<file path="src/rtl/serial_adder.sv">
// -----------------------------------------------------------------------------
// serial_adder
//   Bit-serial WIDTH-bit adder. Both operands are parked in shift registers and
//   fed LSB-first, one bit per clock, through a single full_adder. The carry
//   out of each bit is registered and becomes the carry in of the next bit.
//   One add takes WIDTH RUN cycles followed by one DONE cycle.
//
//   Optional feature macro: SERIAL_ADDER_SUB_EN
//     When defined, an extra input `sub` selects a - b (b inverted, carry-in
//     forced to 1). The result cout=1 then means "no borrow".
//
// Ports
//   clk      in   rising-edge clock
//   reset_n  in   asynchronous active-low reset
//   start    in   request, accepted only while idle
//   a, b     in   WIDTH-bit operands, sampled on an accepted start
//   cin      in   initial carry, sampled on an accepted start
//   sub      in   (SERIAL_ADDER_SUB_EN only) subtract select, sampled on start
//   busy     out  high while running and during the done cycle
//   done     out  one-cycle pulse, sum/cout valid
//   sum      out  registered result, held until the next completion
//   cout     out  registered final carry, held until the next completion
// -----------------------------------------------------------------------------

module full_adder (
   input  logic i_a,
   input  logic i_b,
   input  logic i_c,
   output logic o_s,
   output logic o_c
);
   assign o_s = i_a ^ i_b ^ i_c;
   assign o_c = (i_a & i_b) | (i_a & i_c) | (i_b & i_c);
endmodule

module serial_adder #(
   parameter int WIDTH = 8
) (
   input  logic             clk,
   input  logic             reset_n,
   input  logic             start,
   input  logic [WIDTH-1:0] a,
   input  logic [WIDTH-1:0] b,
   input  logic             cin,
`ifdef SERIAL_ADDER_SUB_EN
   input  logic             sub,
`endif
   output logic             busy,
   output logic             done,
   output logic [WIDTH-1:0] sum,
   output logic             cout
);

   localparam int CW = $clog2(WIDTH) + 1;

   typedef enum logic [1:0] {
      S_IDLE = 2'd0,
      S_RUN  = 2'd1,
      S_DONE = 2'd2
   } state_t;

   state_t           r_state;
   state_t           w_state_next;

   logic [WIDTH-1:0] r_a_sr;
   logic [WIDTH-1:0] r_b_sr;
   logic [WIDTH-1:0] r_res_sr;
   logic             r_carry;
   logic [CW-1:0]    r_cnt;
   logic [WIDTH-1:0] r_sum;
   logic             r_cout;

   logic             w_fa_sum;
   logic             w_fa_cout;
   logic             w_last;
   logic [WIDTH:0]   w_res_wide;
   logic [WIDTH-1:0] w_res_next;
   logic             w_unused_lsb;
   logic [WIDTH-1:0] w_b_load;
   logic             w_c_load;

   full_adder u_fa (
      .i_a (r_a_sr[0]),
      .i_b (r_b_sr[0]),
      .i_c (r_carry),
      .o_s (w_fa_sum),
      .o_c (w_fa_cout)
   );

   // New sum bit enters at the MSB; after WIDTH shifts bit 0 of the result
   // has arrived at position 0. The bit shifted out is always the cleared
   // initial value and carries no information.
   assign w_res_wide   = {w_fa_sum, r_res_sr};
   assign w_res_next   = w_res_wide[WIDTH:1];
   assign w_unused_lsb = w_res_wide[0];

   assign w_last = (r_cnt == CW'(WIDTH - 1));

`ifdef SERIAL_ADDER_SUB_EN
   // Two's-complement subtract: a + ~b + 1.
   assign w_b_load = sub ? ~b : b;
   assign w_c_load = sub ? 1'b1 : cin;
`else
   assign w_b_load = b;
   assign w_c_load = cin;
`endif

   // State register
   always_ff @(posedge clk or negedge reset_n) begin
      if (!reset_n) begin
         r_state <= S_IDLE;
      end else begin
         r_state <= w_state_next;
      end
   end

   // Next-state logic
   always_comb begin
      w_state_next = r_state;
      case (r_state)
         S_IDLE:  if (start) w_state_next = S_RUN;
         S_RUN:   if (w_last) w_state_next = S_DONE;
         S_DONE:  w_state_next = S_IDLE;
         default: w_state_next = S_IDLE;
      endcase
   end

   // Output logic
   always_comb begin
      busy = 1'b0;
      done = 1'b0;
      case (r_state)
         S_RUN:   busy = 1'b1;
         S_DONE:  begin busy = 1'b1; done = 1'b1; end
         default: ;
      endcase
   end

   // Datapath
   always_ff @(posedge clk or negedge reset_n) begin
      if (!reset_n) begin
         r_a_sr   <= '0;
         r_b_sr   <= '0;
         r_res_sr <= '0;
         r_carry  <= 1'b0;
         r_cnt    <= '0;
         r_sum    <= '0;
         r_cout   <= 1'b0;
      end else begin
         case (r_state)
            S_IDLE: begin
               if (start) begin
                  r_a_sr   <= a;
                  r_b_sr   <= w_b_load;
                  r_carry  <= w_c_load;
                  r_cnt    <= '0;
                  r_res_sr <= '0;
               end
            end
            S_RUN: begin
               r_res_sr <= w_res_next;
               r_a_sr   <= r_a_sr >> 1;
               r_b_sr   <= r_b_sr >> 1;
               r_carry  <= w_fa_cout;
               r_cnt    <= r_cnt + CW'(1);
               // Publish the result including the bit computed this cycle.
               if (w_last) begin
                  r_sum  <= w_res_next;
                  r_cout <= w_fa_cout;
               end
            end
            default: ;
         endcase
      end
   end

   assign sum  = r_sum;
   assign cout = r_cout;

endmodule
</file>
<file path="config.mk">
export PLATFORM = sky130hd
export DESIGN_NAME = serial_adder
export DESIGN_NICKNAME = d
export VERILOG_FILES = /design/src/rtl/serial_adder.sv
export SDC_FILE = /design/constraint.sdc
export NUM_CORES = 1
export LEC_CHECK = 0
export BUFFER_PORTS_ARGS = -buffer_cell sky130_fd_sc_hd__buf_2
export CELL_PAD_IN_SITES_DETAIL_PLACEMENT = 0
export CELL_PAD_IN_SITES_GLOBAL_PLACEMENT = 1
export CORE_ASPECT_RATIO = 0.7
export CORE_MARGIN = 4
export CORE_UTILIZATION = 39
export CTS_CLUSTER_SIZE = 10
export DETAILED_ROUTE_END_ITERATION = 16
export PLACE_DENSITY_LB_ADDON = 0.2
export SLEW_MARGIN = 0
export SYNTH_ARGS = -nofsm -noshare
export SYNTH_HDL_FRONTEND = slang
export SYNTH_HIERARCHICAL = 1
export SYNTH_SLANG_ARGS = --single-unit
export TNS_END_PERCENT = 5
</file>
<file path="constraint.sdc">
create_clock -name clk -period 1.5 [get_ports clk]
set_clock_uncertainty 0.05 [all_clocks]
set_input_delay 0.3 -clock clk [delete_from_list [all_inputs] [get_ports clk]]
set_output_delay 0.3 -clock clk [all_outputs]
set_load 0.005 [all_outputs]
</file>
== Word-level counts from Yosys, hierarchy flattened ==
Index checks and enable logic that the tools add are counted.
Operators by class
  add/sub/neg operators: 1
  $mul: 0
  divide/modulo/power cells: 0
  order comparisons: 0
  eq/ne operators: 5
  shift operators: 0
  muxes and demuxes: 15
  bitwise operators: 7
  reduce and logical (&&, ||, !) cells: 6
Operators with widths (count)
  $pmux W8 S2: 3
  $mux W8: 3
  $pmux W4 S2: 1
  $reduce_and A2 Y1: 3
  $add A4 B1 Y4 const B: 1
  $eq A4 B3 Y1 const B: 1
  $mux W2: 2
  $mux W4: 1
  $ne A2 B2 Y1 const B: 2
  $pmux W2 S2: 1
  $and A1 B1 Y1: 3
  $mux W1: 3
  $eq A2 B1 Y1 const B: 1
  $eq A2 B2 Y1 const B: 1
  $logic_not A2 Y1: 1
  $or A1 B1 Y1: 2
  $pmux W1 S2: 1
  $reduce_bool A2 Y1: 1
  $reduce_or A2 Y1: 1
  $xor A1 B1 Y1: 2
Word-level totals
  register bits after elaboration: 40
  bits in latches: 0
  RAM bits: 0
  ROM bits: 0
  bits of input ports: 20
  output and inout bits: 11
  logic and storage cells: 42
  memories kept: 0

== Logic depth before layout (Yosys ltp) ==
  word-level depth: 4
  mapped depth: 8
  gate-level depth less buffers: 5

== Cells and area by module ==
The synthesis kept the hierarchy.
By module, submodules not included
  serial_adder: instances 1, cells each 142, area each 1694.1 um^2
  full_adder: instances 1, cells each 1, area each 20.0 um^2

== Worst setup path after synthesis ==
Ideal clock, no wire load.
  path type: reg2reg
  start point: register r_state[1]
  end point: register r_cnt[3]
  library setup time: 0.069 ns
  data arrival time: 1.493 ns
  required time: 1.381 ns
  path slack: -0.112 ns
  cell stages (with the launch flop): 8
  clock period less this slack: 1.612 ns
  cell sequence: dfrtp_1 > inv_1 > ha_1 > buf_4 > mux2i_1 > buf_2 > or4b_1 > nand3_1
Between the ends
  cells in the longest elaborated chain, start to end: 3
RTL lines
  start, declared: line 62  | state_t r_state;
  start signal, assigned: line 113  | r_state <= w_state_next;
  $eq A2 B1 Y1 / $logic_not A2 Y1 (equally long branches): line 150  | case (r_state)
  $reduce_bool A2 Y1 (no source line) / $ne A2 B2 Y1 (equally long branches)
  $reduce_and A2 Y1 (no source line)
  end signal, assigned: line 165  | r_cnt <= r_cnt + CW'(1);
  end, declared: line 69  | logic [CW-1:0] r_cnt;
Several ways; a longest one is shown, not always the timed one.
A chain may end at the register's enable or synchronous reset.

== Worst setup path in the final report ==
  start point: register r_state[0]
  end point: register r_cnt[3]
Same word-level chain as after synthesis.

==> summary.md <==
| Metric | Value |
|---|---|
| Status | finished with violations |
| Failing checks | negative setup slack |
| DRT iter0 DRCs | 45 |
| Mapped cell area | 0.00171 mm2 |
| CP max stage delay | 0.48 ns |
| Filler Cells Inserted | 374 |
| Die width | 87.2 um |
| Synthesized net count | 168 |
| Worst-path clk slew | 0.08 ns |
| Worst relative slew slack | 70.1% |
| Area Overhead vs Synth | 27.4% |
| WHS | 0.223 ns |
| Final wirelength | 3360 um |
| Maxcap violations | 0 |
| Layout Cells excl Fill | 236 |
| Crit path max-delay family | simple AND/OR/NAND/NOR gates |
| Clk buf depth | 2 |
| Final ANT Viol Nets | 0 |
| Setup slack after layout | -0.0220 ns |
| # rows | 19 |
| Initial Util | 42.2% |
| Ys Warns | 6 |
| Worst Path Buf+Inv | 1 |
| Worst slew pin tran | 0.449 ns |
| Tot GR Track Use | 13.9% |
| Crit-path cells | inv_2, ha_4, mux2i_4, or4b_1, nand3_1 |
| # setup viols final | 10 |
| Util after Layout | 53.7% |
| Seq cells post-synth | 39 |
| Post-synthesis cell count | 143 |
| Final hold violation count | 0 |
| Tmin final | 1.52 ns |
| TNS Setup | -0.130 ns |
| Cell Count Post-Placement | 224 |
| Number of flops mapped to enable cells by yosys | 0 |
| TritonRoute pass-1 iters | 4 |
| Most frequent cells in the layout | dfrtp_1 (39), buf_2 (29), nand2_1 (20) |
| Antenna violations before repair | 0 |
| Count of cell types in the netlist | 23 |
| Largest net degree at the start of global routing | 29 |
| DRC | 0 |
| Required time of the worst setup path | 1.67 ns |
| FMAX | 657 MHz |
| # clock sinks | 39 |
| DP Worst Slack | -0.208 ns |
| Max VDD drop | 0.989 mV |
| Worst min path class | primary input to flip-flop |
| Clk root buf | clkbuf_8 |
| Crit end category | flip-flop |
| Unrepaired setup endpoints after global routing | true |
| Die Y | 63.5 um |
| DR vias | 1178 |
| CP max FO | 4 |
| Worst Setup Start Kind | flip-flop |
| Met1 Use GR | 18.7% |
| WL per Instance | 14.2 um |
| Crit Path Class | flip-flop to flip-flop |
| Vias in the first global route | 1260 |
| Clk Latency, worst-skew pair | 0.28 ns |
| M2 GR Usage | 20.1% |
| DIE AREA | 0.00554 mm2 |
| Post-synth ARST share | 100% |
| Met3 global-route usage | 5.47% |
| Power per Cell Area | 1910 mW/mm2 |
| R2R Setup Slk | -0.02 ns |
| TritonCTS buffer count | 5 |
| Share of cells above drive strength 1 | 36.4% |
| I/O Pins | 31 |
| Commonest non-fill, non-tap cell in the layout | dfrtp_1 |
| Top_reg_cell synth | dfrtp_1 |
| Sequential element share of the synthesized area | 56.9% |
| GPL Wtd Cong | 0.691 |
| GR Overflow Total | 0 |
| First-pass GRT wire length | 5960 um |
| N_diodes | 0 |
| Nets | 209 |
| CP arrival | 1.69 ns |
| Slowest stage cell, crit path | or4b_1 |
| Most Crowded Layer GR | met2 |
| Final number of max-transition violations | 0 |
| Core area | 0.00407 mm2 |
| Vias/cell | 4.99 |
| Final worst path period share | 101% |
| Syn_area_per_cell | 12.0 um2 |
| Hpwl dp | 2440 um |
| CTS tree | yes |
| H-tree Lvls | 2 |
| PortBufs | 30 |
| Leak pwr | 1.08 nW |
[sequential cells by signal (all words and copies together), names as in the netlist]
signal and flops:
sum 8, r_res_sr 7, r_state 2, r_cnt 4
r_a_sr 8, r_carry 1, cout 1, r_b_sr 8
[tightest hold or removal path: stages]
cell and delay [ns]:
buf_2 0.10, nand2b_1 0.06, o21ai_1 0.05
[per-layer routing]
metal	up-vias	wire length, um
li1	588	-
met1	562	1620
met2	23	1520
met3	5	162
met4	0	51
met5	-	0
[cell families (layout without fill, tap and decap cells)]
logic type	after synthesis	in the layout	synth area share [%]
flip-flops	39	39	56.9
AND/OR/NAND/NOR	32	32	8.90
AO/OA/AOI/OAI	30	30	11.1
multiplexers	26	26	15.9
buffers and inverters	11	52	3.07
adder cells (fa/ha/maj)	5	5	4.09
[cell type report]
type / instances / area (um2) / share of cell area, %
clock inverters: 1 / 5.00 / 0.229
flip-flops and latches: 39 / 976 / 44.7
multi-input cells: 93 / 736 / 33.7
repair buffers: 43 / 313 / 14.3
well taps: 52 / 65.1 / 2.98
clock buffers: 6 / 82.6 / 3.78
inverters: 2 / 7.51 / 0.344
[cells in the mapped netlist (all sizes together) (3+ instances only)]
cell | count | area share (%)
dfrtp | 39 | 57
o21ai | 18 | 5.3
nand2 | 20 | 4.4
mux2 | 10 | 6.6
nand3 | 3 | 0.88
ha | 4 | 2.9
a22o | 8 | 4.1
buf | 7 | 2.2
mux2i | 16 | 9.3
[where the power goes]
| part | switching [W] | internal (W) | leakage (nW) |
|---|---|---|---|
| logic | 0.000825 | 0.000945 | 0.521 |
| registers | 0.000247 | 0.00144 | 0.511 |
| clock network | 0.000342 | 0.000361 | 0.0470 |
[final timing paths]
path | from | endpoint | depth (start not counted)
max reg2reg | r_state[0] | r_cnt[3] | 5
max | r_state[0] | r_cnt[3] | 5
max in group asynchronous | reset_n | r_res_sr[4] | 3
min | a[7] | r_a_sr[7] | 3
min reg2reg | r_a_sr[6] | r_a_sr[6] | 2
min in group asynchronous | reset_n | r_b_sr[3] | 2
[through the flow]
step           total power, W  cell area (um2)
2_1_floorplan         0.00275             1750
3_3_place_gp          0.00315             2010
3_5_place_dp          0.00322             2010
4_1_cts               0.00401             2130
5_1_grt               0.00451             2180
6_report              0.00416             2180
[timing repair]
item	CTS	global route
hold buffers	1	0
resized for setup	5	21
hold endpoints to repair	17	0
buffers inserted	1	3
endpoints found under the setup margin	34	39
pin swaps	1	9
Note: power is estimated with default switching activity, not from simulation.
